===== config.mk =====
export PLATFORM = sky130hd
export DESIGN_NAME = ucode_sequencer
export DESIGN_NICKNAME = d
export VERILOG_FILES = /design/src/rtl/ucode_sequencer.sv
export SDC_FILE = /design/constraint.sdc
export NUM_CORES = 1
export LEC_CHECK = 0
export BUFFER_PORTS_ARGS = -buffer_cell sky130_fd_sc_hd__buf_2
export CORE_ASPECT_RATIO = 0.7
export CORE_MARGIN = 2
export CORE_UTILIZATION = 46
export CTS_CLUSTER_DIAMETER = 200
export DETAILED_ROUTE_END_ITERATION = 8
export PLACE_DENSITY = 0.74
export SKIP_LAST_GASP = 1
export SLEW_MARGIN = 20
export SYNTH_ARGS = -nofsm -noshare
export SYNTH_HDL_FRONTEND = slang
export SYNTH_SLANG_ARGS = --single-unit

===== constraint.sdc =====
create_clock -name clk_i -period 5.6 [get_ports clk_i]
set_input_delay 0.56 -clock clk_i [delete_from_list [all_inputs] [get_ports clk_i]]
set_output_delay 0.56 -clock clk_i [all_outputs]
set_load 0.005 [all_outputs]

===== src/rtl/ucode_sequencer.sv =====
// Microcode sequencer: walks a ROM address range, presents each decoded word to the
// datapath under a valid/ready handshake, then strobes the register-file write.
module ucode_sequencer #(
  parameter int ADDR_W  = 6,
  parameter int CNT_W   = 7,
  parameter int TIMEOUT = 16
) (
  input  logic              clk_i,
  input  logic              rst_ni,
  input  logic              start_i,
  input  logic [ADDR_W-1:0] start_addr_i,
  input  logic [ADDR_W-1:0] end_addr_i,
  input  logic              abort_i,
  output logic [ADDR_W-1:0] rom_addr_o,
  input  logic [33:0]       rom_data_i,
  output logic              exec_valid_o,
  input  logic              exec_ready_i,
  output logic [3:0]        ra_o,
  output logic [3:0]        rb_o,
  output logic [3:0]        rd_o,
  output logic [2:0]        alu_op_o,
  output logic              imm_sel_o,
  output logic [7:0]        imm_o,
  output logic              ctl_o,
  output logic [7:0]        aux_o,
  output logic              rf_we_o,
  output logic              busy_o,
  output logic              done_o,
  output logic              error_o,
  output logic [CNT_W-1:0]  instr_count_o
);

  // The wait counter only has to reach TIMEOUT-1; the timeout fires on the next unready edge.
  localparam int WAIT_W = (TIMEOUT > 1) ? $clog2(TIMEOUT) : 1;

  typedef enum logic [2:0] {
    S_IDLE,
    S_FETCH,
    S_EXEC,
    S_WB,
    S_DONE,
    S_ERR
  } state_e;

  state_e            state_q;
  logic [ADDR_W-1:0] pc_q;
  logic [ADDR_W-1:0] endAddr_q;
  logic [33:0]       ir_q;
  logic [CNT_W-1:0]  instrCount_q;
  logic [WAIT_W-1:0] waitCnt_q;

  logic [ADDR_W-1:0] pcInc_d;
  logic [CNT_W-1:0]  instrCount_d;
  logic              timeoutHit_d;

  assign pcInc_d      = pc_q + 1'b1;
  assign instrCount_d = (&instrCount_q) ? instrCount_q : instrCount_q + 1'b1;
  assign timeoutHit_d = (TIMEOUT != 0) && (waitCnt_q == WAIT_W'(TIMEOUT - 1));

  // Abort sits above the state case, so it also wins over start while idle.
  always_ff @(posedge clk_i) begin
    if (!rst_ni) begin
      state_q      <= S_IDLE;
      pc_q         <= '0;
      endAddr_q    <= '0;
      ir_q         <= '0;
      instrCount_q <= '0;
      waitCnt_q    <= '0;
    end else if (abort_i) begin
      state_q <= S_IDLE;
    end else begin
      case (state_q)
        S_IDLE: begin
          if (start_i) begin
            pc_q         <= start_addr_i;
            endAddr_q    <= end_addr_i;
            instrCount_q <= '0;
            state_q      <= S_FETCH;
          end
        end
        S_FETCH: begin
          ir_q      <= rom_data_i;
          waitCnt_q <= '0;
          state_q   <= S_EXEC;
        end
        S_EXEC: begin
          if (exec_ready_i) begin
            state_q <= S_WB;
          end else if (timeoutHit_d) begin
            state_q <= S_ERR;
          end else if (TIMEOUT != 0) begin
            waitCnt_q <= waitCnt_q + 1'b1;
          end
        end
        S_WB: begin
          instrCount_q <= instrCount_d;
          if (pc_q == endAddr_q) begin
            state_q <= S_DONE;
          end else begin
            pc_q    <= pcInc_d;
            state_q <= S_FETCH;
          end
        end
        S_DONE:  state_q <= S_IDLE;
        S_ERR:   state_q <= S_IDLE;
        default: state_q <= S_IDLE;
      endcase
    end
  end

  assign rom_addr_o    = pc_q;
  assign exec_valid_o  = (state_q == S_EXEC);
  assign rf_we_o       = (state_q == S_WB) && ir_q[13];
  assign busy_o        = (state_q != S_IDLE);
  assign done_o        = (state_q == S_DONE);
  assign error_o       = (state_q == S_ERR);
  assign instr_count_o = instrCount_q;

  assign aux_o     = ir_q[33:26];
  assign ra_o      = ir_q[25:22];
  assign rb_o      = ir_q[21:18];
  assign rd_o      = ir_q[17:14];
  assign imm_sel_o = ir_q[12];
  assign ctl_o     = ir_q[11];
  assign alu_op_o  = ir_q[10:8];
  assign imm_o     = ir_q[7:0];

endmodule


-- After elaboration in Yosys (flattened, before gate mapping)
Index checks and enable logic that the tools add are counted.
- add/sub/neg operators: 3
- eq/ne operators: 13
- reductions and logical operators: 13
- multiplexer cells: 14
- bitwise logic cells: 2
- operator list (kind ; number):
    $mux 7 ; 2
    $pmux 7 s2 ; 1
    $mux 3 ; 4
    $mux 6 ; 2
    $pmux 3 s4 ; 1
    $pmux 6 s2 ; 1
    $reduce_and 4->1 ; 3
    $ne 2x2->1 const B ; 5
    $mux 4 ; 2
    $pmux 4 s2 ; 1
    $add 7x1->7 const B ; 1
    $reduce_and 7->1 ; 1
    $add 6x1->6 const B ; 1
    $eq 3x2->1 const B ; 2
    $eq 3x3->1 const B ; 2
    $eq 6x6->1 ; 1
    $add 4x1->4 const B ; 1
    $eq 4x4->1 const B ; 1
    $reduce_and 2->1 ; 2
    $reduce_bool 2->1 ; 2
    $eq 3x1->1 const B ; 1
    $logic_not 3->1 ; 1
    $ne 3x1->1 const B ; 1
    $reduce_and 3->1 ; 1
    other kinds (4) ; 5
- flip-flop bits (word level): 60
- input port bits: 51
- word-level logic and storage cells: 51
- output and inout port bits: 51

-- Depth between registers and ports, before layout
Gate-level depths: netlist of the first run.
- word-level depth: 4
- mapped depth: 8
- mapped depth without buffers: 6

-- Least setup slack after synthesis of the first run
Ideal clock, no wire load.
- kind: input to register
- from: in start_i
- to: reg instrCount_q[3], in the netlist instr_count_o[3]
- required time: 5483 ps
- library setup time: 117 ps
- stages on the path: 5
- data arrival time: 1778 ps
- path buffers: 0
- path slack: 3704 ps
- path through: or3b_4 > a211oi_4 > o31a_1 > o21ai_0 > a32o_1
- word-level cells in the longest chain between the ends: 2
- ends and longest elaborated chain (element ; RTL line ; text):
    start, declared ; 10 ; input logic start_i,
    $ne 2x2->1 (no source line) ; n/a ;
    $reduce_and 4->1 (no source line) ; n/a ;
    end signal, assigned ; 96 ; instrCount_q <= instrCount_d;
    end, declared ; 49 ; logic [CNT_W-1:0] instrCount_q;
Every way passes these cells.
A chain may end at the register's enable or synchronous reset.

-- Worst setup path after layout of the first run
- from: reg state_q[1]
- to: out exec_valid_o
- word-level cells in the longest chain between the ends: 1
- ends and longest elaborated chain (element ; RTL line ; text):
    start, declared ; 45 ; state_e state_q;
    start signal, assigned ; 63 ; state_q <= S_IDLE;
    start signal, assigned ; 70 ; state_q <= S_IDLE;
    start signal, assigned ; 78 ; state_q <= S_FETCH;
    $eq 3x2->1 ; 112 ; assign exec_valid_o = (state_q == S_EXEC);
    end, declared ; 16 ; output logic exec_valid_o,
Every way passes these cells.

==> results.md, run 1 <==
- Status: finished clean
- Final Critical Period: 2288 ps
- Yosys warns: 0
- Die area: 7009 um^2
- First-pass GRT wire length: 10390 um
- Largest net degree at the start of global routing: 66
- RSZ-0062 raised after global routing: false
- Crit-path max FO: 11
- Starting density of the core: 47.19%
- Layout area overhead: 16.72%
- Vias in the first global route: 2333
- DR iter-0 viols: 96
- Post-synthesis adder-cell area fraction: 1.286%
- Max-slew headroom: 35.76%
- Core Region: 6186 um^2
- Reg2reg path depth: 4
- Die Wd: 99.21 um
- Synth Cell Area: 2919 um^2
- Setup tns final: 0 ps
- Vias after detailed routing: 2453
- # hold bufs at CTS: 0
- Clk slew on worst S/H paths: 70 ps
- XOR/XNOR Fraction of Synth Area: 2.700%
- Clock sinks: 60
- Reg-to-Reg Start: state_q[1]$_SDFFE_PP0P_
- Sequential cell area fraction in the yosys report: 41.15%
- Clock buffer depth: 2
- Site row count: 24
- PD cells: 266.2 nW/um^2
- Post-layout utilization of the core: 55.08%
- Post-place setup slack: 3400 ps
- Worst-Skew Late Latency: 330 ps
- Average wire per standard cell: 12.73 um
- Setup crit start kind: flip-flop
- Avg Inst Size Synth: 8.246 um^2
- N_diodes: 0
- Worst IR Drop VDD: 0.1515 mV
- Worst setup path end: exec_valid_o
- # H-tree levels: 3
- Post-Syn Nets: 408
- Leakage power: 0.001527 uW
- Boundary Pins: 102
- # port buffers: 101
- Hold Fails Final Rpt: 0
- DP Wirelength: 4388 um
- Vias per cell: 4.936
- Final period utilization: 40.86%
- Mux contribution to synthesized area: 2.057%
- Crit path launch: state_q[1]$_SDFFE_PP0P_
- Worst hold-check path type: reg2reg
- Fraction of layout instances using a drive strength above 1: 29.59%
- Post-route antenna net violation count: 0
- Final #Nets: 469
- Cells after Synth: 354
- Die H: 70.65 um
- Synth cell types: 42
- Synth Register Bits: 60
- Simple-Gate Fraction of Synth Area: 24.22%
- Inserted Clock Buffers: 9
- Fmax: 0.4370 GHz
- Initial antenna violation count: 0
- Compound-cell area share of the yosys netlist: 16.97%
- Setup Skew: 8.217 ps
- Cts repair resizes: 0
- GR Util All Layers: 18.55%
- Cells on Worst Hold Path: 2
- R2r setup slk: 3360 ps
- Max-slew violations: 0
- WP data required: 5040 ps
- Max-cap viol count: 0
- Initial DRT Pass Iterations: 4
- # setup viols final: 0
- CP arrival: 1730 ps
- # fillers: 590
- R2R Path End: instr_count_o[2]$_SDFFE_PN0P_
- EDFF count, synth: 0
- CTS tree: done
- Actual slew at the worst max-slew pin: 963.6 ps
- Post-synth ARST share: 0%
- Setup Buffers After CTS: 0
- Most used DFF post-synth: dfxtp_1
- DR DRC count: 0
- Total Routed Length: 6326 um
- GRT Residual Overflow: 0
- Crit Path Category: reg2out
- CTS root buf: clkbuf_8
- Gpl congestion: 0.7581
- Worst Setup End Kind: primary output
- Final worst slack: 3312 ps
- Largest family of logic cells by synthesized area: simple AND/OR/NAND/NOR gates
-- report_power, final --
group | internal (uW) | switching (uW) | leakage, uW | total [uW]
clock | 214 | 162 | 0.0000914 | 377
sequential | 438 | 9.50 | 0.000486 | 448
combinational | 41.1 | 41.5 | 0.000950 | 82.6
-- cells by family (layout without fill, tap and decap cells) --
logic type | count (synthesis) | count (layout)
AO/OA/AOI/OAI | 68 | 68
buffers and inverters | 56 | 121
multiplexers | 6 | 6
flip-flops | 60 | 60
AND/OR/NAND/NOR | 152 | 152
adder cells (fa/ha/maj) | 3 | 3
XOR/XNOR | 9 | 9
-- state kept, by name (all words and copies together), names as in the netlist --
name	count
endAddr_q	6
instr_count_o	7
ir_q	34
rom_addr_o	6
state_q	3
waitCnt_q	4
-- worst min-delay path by stage --
stage / from / to / slack, ps
after floorplan: ir_q[13]$_SDFFE_PN0P_ / ir_q[13]$_SDFFE_PN0P_ / 440
after global placement: ir_q[0]$_SDFFE_PN0P_ / ir_q[0]$_SDFFE_PN0P_ / 450
after detailed placement: ir_q[12]$_SDFFE_PN0P_ / ir_q[12]$_SDFFE_PN0P_ / 460
after CTS: rom_data_i[2] / ir_q[2]$_SDFFE_PN0P_ / 460
after global routing: rom_data_i[1] / ir_q[1]$_SDFFE_PN0P_ / 470
final: ir_q[13]$_SDFFE_PN0P_ / ir_q[13]$_SDFFE_PN0P_ / 460
-- cell type report --
class / count / area (um^2) / share of cell area [%]
repair buffers: 102 / 513.0 / 15.06
flip-flops and latches: 60 / 1201 / 35.26
clock inverters: 4 / 50.05 / 1.469
clock buffers: 11 / 141.4 / 4.150
inverters: 4 / 15.01 / 0.4407
multi-input cells: 238 / 1389 / 40.76
well taps: 78 / 97.59 / 2.864
-- cell usage after synthesis (2+ instances only) --
master,number,area [um^2]
buf_2,4,20.02
xor2_1,3,26.28
o211ai_1,2,15.01
a21oi_1,8,40.04
mux2i_1,6,60.06
nor2b_1,6,37.54
and3_1,5,31.28
nand4b_1,3,26.28
a21boi_0,36,270.3
o31ai_1,4,30.03
dfxtp_1,60,1201
nor2_1,11,41.29
xnor2_1,6,52.55
nor3b_1,2,15.01
buf_4,31,232.7
or3_1,4,25.02
and3b_1,3,26.28
a32o_1,2,20.02
ha_1,3,37.54
o21ai_0,6,30.03
inv_1,4,15.01
nand3_1,12,60.06
clkbuf_1,16,60.06
nand3b_1,3,22.52
o22ai_1,3,18.77
nand2_1,95,356.6
-- worst max-delay path, cell delays in order (launching register included) --
cell and delay, ps:
dfxtp_1 540, nor3b_1 620, buf_2 230
-- layer usage --
layer,track usage (%),share of wire [%],vias to the layer above
li1,-,-,1273
met1,22.13,47,1111
met2,31.01,46,63
met3,6.818,6.2,6
met4,6.545,1.2,0
met5,0,0,-
-- cells in the final DEF (no fill, tap or decap), types with 3 or more instances in the layout --
cell      count
buf_2       101
nand2_1      95
dfxtp_1      60
a21boi_0     36
nand3_1      12
nor2_1       11
clkbuf_8     10
a21oi_1       8
xnor2_1       6
mux2i_1       6
nor2b_1       6
o21ai_0       6
and3_1        5
inv_1         4
o31ai_1       4
or3_1         3
and3b_1       3
nand3b_1      3
o22ai_1       3
xor2_1        3
nand4b_1      3
ha_1          3
-- through the flow --
step                      total power, uW  area, um^2  hold slack [ps]  instances
final                               906.8        3407            461.7        497
after global routing                951.0        3407            466.3        497
after CTS                           922.7        3407            456.7        497
after detailed placement            540.2        3216            457.3        482
after global placement              538.1        3214            450.9        482
after floorplan                     510.8        2919            438.8        354
Power figures use the tool's default switching activity.
==> inputs of run 2 (changes only) <==
==> constraint.sdc (replaced) <==
create_clock -name clk_i -period 2.3 [get_ports clk_i]
set_input_delay 0.23 -clock clk_i [delete_from_list [all_inputs] [get_ports clk_i]]
set_output_delay 0.23 -clock clk_i [all_outputs]
set_load 0.005 [all_outputs]
==> run 2 against run 1 <==
Sequential share of layout area decreased by 0.62 points. Register-to-register slack got worse by 3100 ps. Combinational power increased by 140%. Cell count increased by 1.2%. Global-route usage increased by 0.62 points. Non-clock buffer count increased by 5. Setup slack got worse by 3000 ps. Wire length about the same.
==> results.md, run 2 (synthesis results as in run 1) <==
- GRT Residual Overflow: 0 (unchanged)
- Crit Path Category: reg2reg (was reg2out)
- Reg2reg path depth: 5 (was 4)
- Vias after detailed routing: 2507 (was 2453)
- DP Wirelength: 4460 um (was 4388 um)
- Status: finished clean (unchanged)
- Fraction of layout instances using a drive strength above 1: 30.35% (was 29.59%)
- Final period utilization: 86.62%
- Crit path launch: state_q[0]$_SDFFE_PP0P_ (was state_q[1]$_SDFFE_PP0P_)
- R2r setup slk: 310 ps (was 3360 ps)
- Commonest non-fill, non-tap cell in the layout: buf_2 (unchanged)
- Boundary Pins: 102 (unchanged)
- Vias per cell: 4.984 (was 4.936)
- PD cells: 674.9 nW/um^2 (was 266.2 nW/um^2)
- Starting density of the core: 47.19% (unchanged)
- Gpl congestion: 0.7754 (was 0.7581)
- DR DRC count: 0 (unchanged)
- # port buffers: 101 (unchanged)
- Setup Skew: 7.113 ps (was 8.217 ps)
- RSZ-0062 raised after global routing: false (unchanged)
- Crit-path max FO: 12 (was 11)
- Average wire per standard cell: 12.58 um (was 12.73 um)
- Setup tns final: 0 ps (unchanged)
- Setup crit start kind: flip-flop (unchanged)
- DP Cell Count: 487 (was 482)
- # hold bufs at CTS: 0 (unchanged)
- Min-Delay Startpoint: rom_data_i[1] (was ir_q[13]$_SDFFE_PN0P_)
- Die H: 70.65 um (unchanged)
- Setup Buffers After CTS: 0 (unchanged)
- WP data required: 2570 ps (was 5040 ps)
- Critical-path top delay cell: or3b_4 (was nor3b_1)
- Post-DP Area: 3252 um^2 (was 3216 um^2)
- Inserted Clock Buffers: 9 (unchanged)
- WHS Endpoint: ir_q[1]$_SDFFE_PN0P_ (was ir_q[13]$_SDFFE_PN0P_)
- Post-place setup slack: 320.3 ps (was 3400 ps)
- Post-route antenna net violation count: 0 (unchanged)
- Final worst slack: 307.8 ps (was 3312 ps)
- Reg-to-Reg Start: state_q[0]$_SDFFE_PP0P_ (was state_q[1]$_SDFFE_PP0P_)
- Clk slew on worst S/H paths: 70 ps (about the same)
- Vias in the first global route: 2367 (was 2333)
- CTS tree: done (unchanged)
- Actual slew at the worst max-slew pin: 612.1 ps (was 963.6 ps)
- Max-cap viol count: 0 (unchanged)
- Initial DRT Pass Iterations: 4 (unchanged)
- Total Routed Length: 6327 um (was 6326 um)
- # H-tree levels: 3 (unchanged)
- Critical Path Max Stage Delay: 440 ps (was 620 ps)
- R2R Path End: rom_addr_o[0]$_SDFFE_PN0P_ (was instr_count_o[2]$_SDFFE_PN0P_)
- Worst IR Drop VDD: 0.4154 mV (was 0.1515 mV)
- Max-slew headroom: 58.85% (was 35.76%)
- Commonest non-fill, non-tap cells in the layout: buf_2, nand2_1, dfxtp_1 (unchanged)
- Worst hold-check path type: in2reg (was reg2reg)
- CP arrival: 2260 ps (was 1730 ps)
- Initial antenna violation count: 0 (unchanged)
- Max-slew violations: 0 (unchanged)
- Core Region: 6186 um^2 (unchanged)
- Site row count: 24 (unchanged)
- Layout area overhead: 18.82% (was 16.72%)
- Final Critical Period: 1992 ps
- Top reg by flops: ir_q (unchanged)
- Cts repair resizes: 0 (unchanged)
- Largest net degree at the start of global routing: 38 (was 66)
- Leakage power: 0.001573 uW (was 0.001527 uW)
- Crit path max-delay family: simple AND/OR/NAND/NOR gates (unchanged)
- Finished Cell Area: 3468 um^2 (was 3407 um^2)
- Clock sinks: 60 (unchanged)
- Max FFs per register: 34 (unchanged)
- Buf/Inv on CP: 0 (was 1)
- Crit path cell chain: or3b_4, a211oi_4, o21ai_2, or3_1, a31oi_1 (was nor3b_1, buf_2)
- Die Wd: 99.21 um (unchanged)
- Worst Setup End Kind: flip-flop (was primary output)
- Final non-filler cell total: 503 (was 497)
- Cells on Worst Hold Path: 3 (was 2)
- Die area: 7009 um^2 (unchanged)
- N_diodes: 0 (unchanged)
- First-pass GRT wire length: 10810 um (was 10390 um)
- CTS root buf: clkbuf_8 (unchanged)
- GR Util All Layers: 19.17% (was 18.55%)
- Worst-Skew Late Latency: 340 ps (was 330 ps)
- Clock buffer depth: 2 (unchanged)
- Fmax: 0.5020 GHz
- Post-layout utilization of the core: 56.07% (was 55.08%)
- Final #Nets: 474 (was 469)
- DR iter-0 viols: 85 (was 96)
- # setup viols final: 0 (unchanged)
- Hold Fails Final Rpt: 0 (unchanged)
run 2: layout make-up:
cell class              instances  area (um^2)
fillers                       591         2718
repair buffers                107        550.5
inverters                       4        15.01
clock buffers                  11        141.4
well taps                      78        97.59
flip-flops and latches         60         1201
clock inverters                 5        75.07
multi-input cells             238         1388
run 2: power by group:
part	internal, uW	switching [uW]	total (uW)
clock	634	415	1050
combinational	101	100	202
sequential	1070	23.5	1090
total	1800	539	2340
run 2: tightest hold or removal path, stage by stage:
cell and delay [ps]:
buf_2 90, nand2_1 40, a21boi_0 60
run 2: metrics by stage:
step	total power, uW	hold slack [ps]
after floorplan	1244	374.9
after global placement	1312	447.5
after detailed placement	1316	454.3
after CTS	2372	120.2
after global routing	2447	124.2
final	2341	130.9
run 2: worst max-delay path by stage:
| stage | endpoint | cells after the start |
|---|---|---|
| 6_report | rom_addr_o[0]$_SDFFE_PN0P_ | 5 |
| 5_1_grt | rom_addr_o[0]$_SDFFE_PN0P_ | 5 |
| 4_1_cts | rom_addr_o[0]$_SDFFE_PN0P_ | 5 |
| 3_5_place_dp | rom_addr_o[0]$_SDFFE_PN0P_ | 5 |
| 3_3_place_gp | rom_addr_o[0]$_SDFFE_PN0P_ | 5 |
| 2_1_floorplan | instr_count_o[3]$_SDFFE_PN0P_ | 6 |
run 2: layer usage:
layer  track usage (%)  up-vias  wire (um)
li1                  -     1284          -
met1             24.65     1147       2963
met2             30.48       67       2888
met3             6.719        9        398
met4             6.088        0         76
met5                 0        -          0
==> inputs of run 3 (changes only) <==
--- a/config.mk
+++ b/config.mk
@@ -6,14 +6,13 @@
 export NUM_CORES = 1
 export LEC_CHECK = 0
 export BUFFER_PORTS_ARGS = -buffer_cell sky130_fd_sc_hd__buf_2
-export CORE_ASPECT_RATIO = 0.7
 export CORE_MARGIN = 2
 export CORE_UTILIZATION = 46
 export CTS_CLUSTER_DIAMETER = 200
 export DETAILED_ROUTE_END_ITERATION = 8
 export PLACE_DENSITY = 0.74
 export SKIP_LAST_GASP = 1
-export SLEW_MARGIN = 20
+export SLEW_MARGIN = 10
 export SYNTH_ARGS = -nofsm -noshare
 export SYNTH_HDL_FRONTEND = slang
 export SYNTH_SLANG_ARGS = --single-unit
==> run 3 against run 2 <==
Largest power group is now the clock network. Wire length down 1.2%. Critical path depth unchanged. Largest cell class unchanged. Via count up 0.20%.
==> results.md, run 3 (synthesis results as in run 1) <==
- Fmax: 0.5080 GHz (was 0.5020 GHz)
- Worst-Skew Late Latency: 330 ps (was 340 ps)
- Site row count: 29 (was 24)
- Initial antenna violation count: 0 (unchanged)
- # port buffers: 101 (unchanged)
- Vias per cell: 5.014 (was 4.984)
- Vias after detailed routing: 2512 (was 2507)
- Inserted Clock Buffers: 9 (unchanged)
- # H-tree levels: 3 (unchanged)
- Setup crit start kind: flip-flop (unchanged)
- DP Wirelength: 4393 um (was 4460 um)
- # setup viols final: 0 (unchanged)
- CTS root buf: clkbuf_8 (unchanged)
- Largest net degree at the start of global routing: 36 (was 38)
- Setup tns final: 0 ps (unchanged)
- Max-slew headroom: 56.66% (was 58.85%)
- DR iter-0 viols: 66 (was 85)
- Core Region: 6241 um^2 (was 6186 um^2)
- Commonest non-fill, non-tap cell in the layout: buf_2 (unchanged)
- Actual slew at the worst max-slew pin: 644.6 ps (was 612.1 ps)
- Final #Nets: 473 (was 474)
- PD cells: 705.3 nW/um^2 (was 674.9 nW/um^2)
- Max-slew violations: 0 (unchanged)
- Sw Share: 21.03% (was 23.02%)
- Crit path launch: state_q[1]$_SDFFE_PP0P_ (was state_q[0]$_SDFFE_PP0P_)
- Fraction of layout instances using a drive strength above 1: 30.19% (was 30.35%)
- DP Cell Count: 485 (was 487)
- Top reg by flops: ir_q (unchanged)
- WP data required: 2560 ps (was 2570 ps)
- Setup Buffers After CTS: 0 (unchanged)
- Vias in the first global route: 2385 (was 2367)
- Worst hold-check path type: in2reg (unchanged)
- Gpl congestion: 0.8041 (was 0.7754)
- Final Critical Period: 1969 ps (was 1992 ps)
- NetSw: 518.3 uW (was 538.8 uW)
- Initial DRT Pass Iterations: 4 (unchanged)
- Cts repair resizes: 0 (unchanged)
- Commonest non-fill, non-tap cells in the layout: buf_2, nand2_1, dfxtp_1 (unchanged)
- Worst Setup End Kind: flip-flop (unchanged)
- Post-layout utilization of the core: 55.97% (was 56.07%)
- Boundary Pins: 102 (unchanged)
- Average wire per standard cell: 12.48 um (was 12.58 um)
- Post-route antenna net violation count: 0 (unchanged)
- Reg-to-Reg Start: state_q[1]$_SDFFE_PP0P_ (was state_q[0]$_SDFFE_PP0P_)
- R2r setup slk: 330 ps (was 310 ps)
- Hold Fails Final Rpt: 0 (unchanged)
- Max FFs per register: 34 (unchanged)
- CTS tree: done (unchanged)
- First-pass GRT wire length: 10410 um (was 10810 um)
- # fillers: 574 (was 591)
- GRT Residual Overflow: 0 (unchanged)
- RSZ-0062 raised after global routing: false (unchanged)
- Clock buffer depth: 2 (unchanged)
- Setup Skew: 5.831 ps (was 7.113 ps)
- Leakage power: 0.001581 uW (was 0.001573 uW)
- Clock Power Share: 47.6% (was 44.8%)
- Layout area overhead: 19.67% (was 18.82%)
- N_diodes: 0 (unchanged)
- Total Routed Length: 6253 um (was 6327 um)
- Status: finished clean (unchanged)
- Die area: 6999 um^2 (was 7009 um^2)
- Worst IR Drop VDD: 0.5365 mV (was 0.4154 mV)
- Crit-path max FO: 12 (unchanged)
- Die Wd: 83.66 um (was 99.21 um)
- DR DRC count: 0 (unchanged)
- GR Util All Layers: 18.25% (was 19.17%)
- # hold bufs at CTS: 0 (unchanged)
- Clock sinks: 60 (unchanged)
- Internal power: 1946 uW (was 1802 uW)
- Max-cap viol count: 0 (unchanged)
- Crit Path Category: reg2reg (unchanged)
- Total power: 2464 uW (was 2341 uW)
- Clk slew on worst S/H paths: 70 ps (about the same)
- Final non-filler cell total: 501 (was 503)
- Die H: 83.66 um (was 70.65 um)
- Seq pwr share: 44.2% (was 46.6%)
- CP arrival: 2230 ps (was 2260 ps)
- Final period utilization: 85.59% (was 86.62%)
- Min-Delay Startpoint: rom_data_i[27] (was rom_data_i[1])
- Starting density of the core: 46.77% (was 47.19%)
- Comb power frac: 8.1% (was 8.6%)
[run 3: path summary, 6_finish.rpt]
path                                                   end  cells after the start
worst max register to register  rom_addr_o[0]$_SDFFE_PN0P_                      5
worst min-delay path                 ir_q[27]$_SDFFE_PN0P_                      3
worst max-delay path            rom_addr_o[0]$_SDFFE_PN0P_                      5
worst min register to register       ir_q[33]$_SDFFE_PN0P_                      2
[run 3: power groups by stage]
stage	Sequential (uW)	Combinational [uW]	Clock (uW)
2_1_floorplan	1110	137	0
3_3_place_gp	1110	201	0
3_5_place_dp	1110	203	0
4_1_cts	1090	204	1210
5_1_grt	1090	225	1250
6_report	1090	201	1170
[run 3: stage by stage]
step	setup slack, ps	area [um^2]	hold slack [ps]
floorplan	517.4	2919	374.9
global placement	389.8	3243	446.6
detailed placement	349.3	3243	453.7
CTS	338.8	3493	120.4
global route	164.2	3493	138.9
finish	331.4	3493	139.1
[run 3: final cells by class]
class                   instances  area (um^2)  area share, %
clock inverters                 4        95.09          2.722
repair buffers                106        543.0          15.54
flip-flops and latches         60         1201          34.38
multi-input cells             238         1388          39.72
clock buffers                  12        155.1          4.441
inverters                       4        15.01         0.4298
well taps                      77        96.34          2.758
[run 3: critical path, stage by stage (launching register included)]
cell      delay, ps
dfxtp_1         420
or3b_4          430
a211oi_4        350
o21ai_2         210
or3_1           340
a31oi_1         150
[run 3: metal layers]
layer  vias to the layer above  wire, um  global-route usage [%]
met5                         -         0                       0
met4                         0        98                   9.091
met3                        10       443                   5.143
met2                        86      2832                   30.33
met1                      1132      2878                   21.54
li1                       1284         -                       -
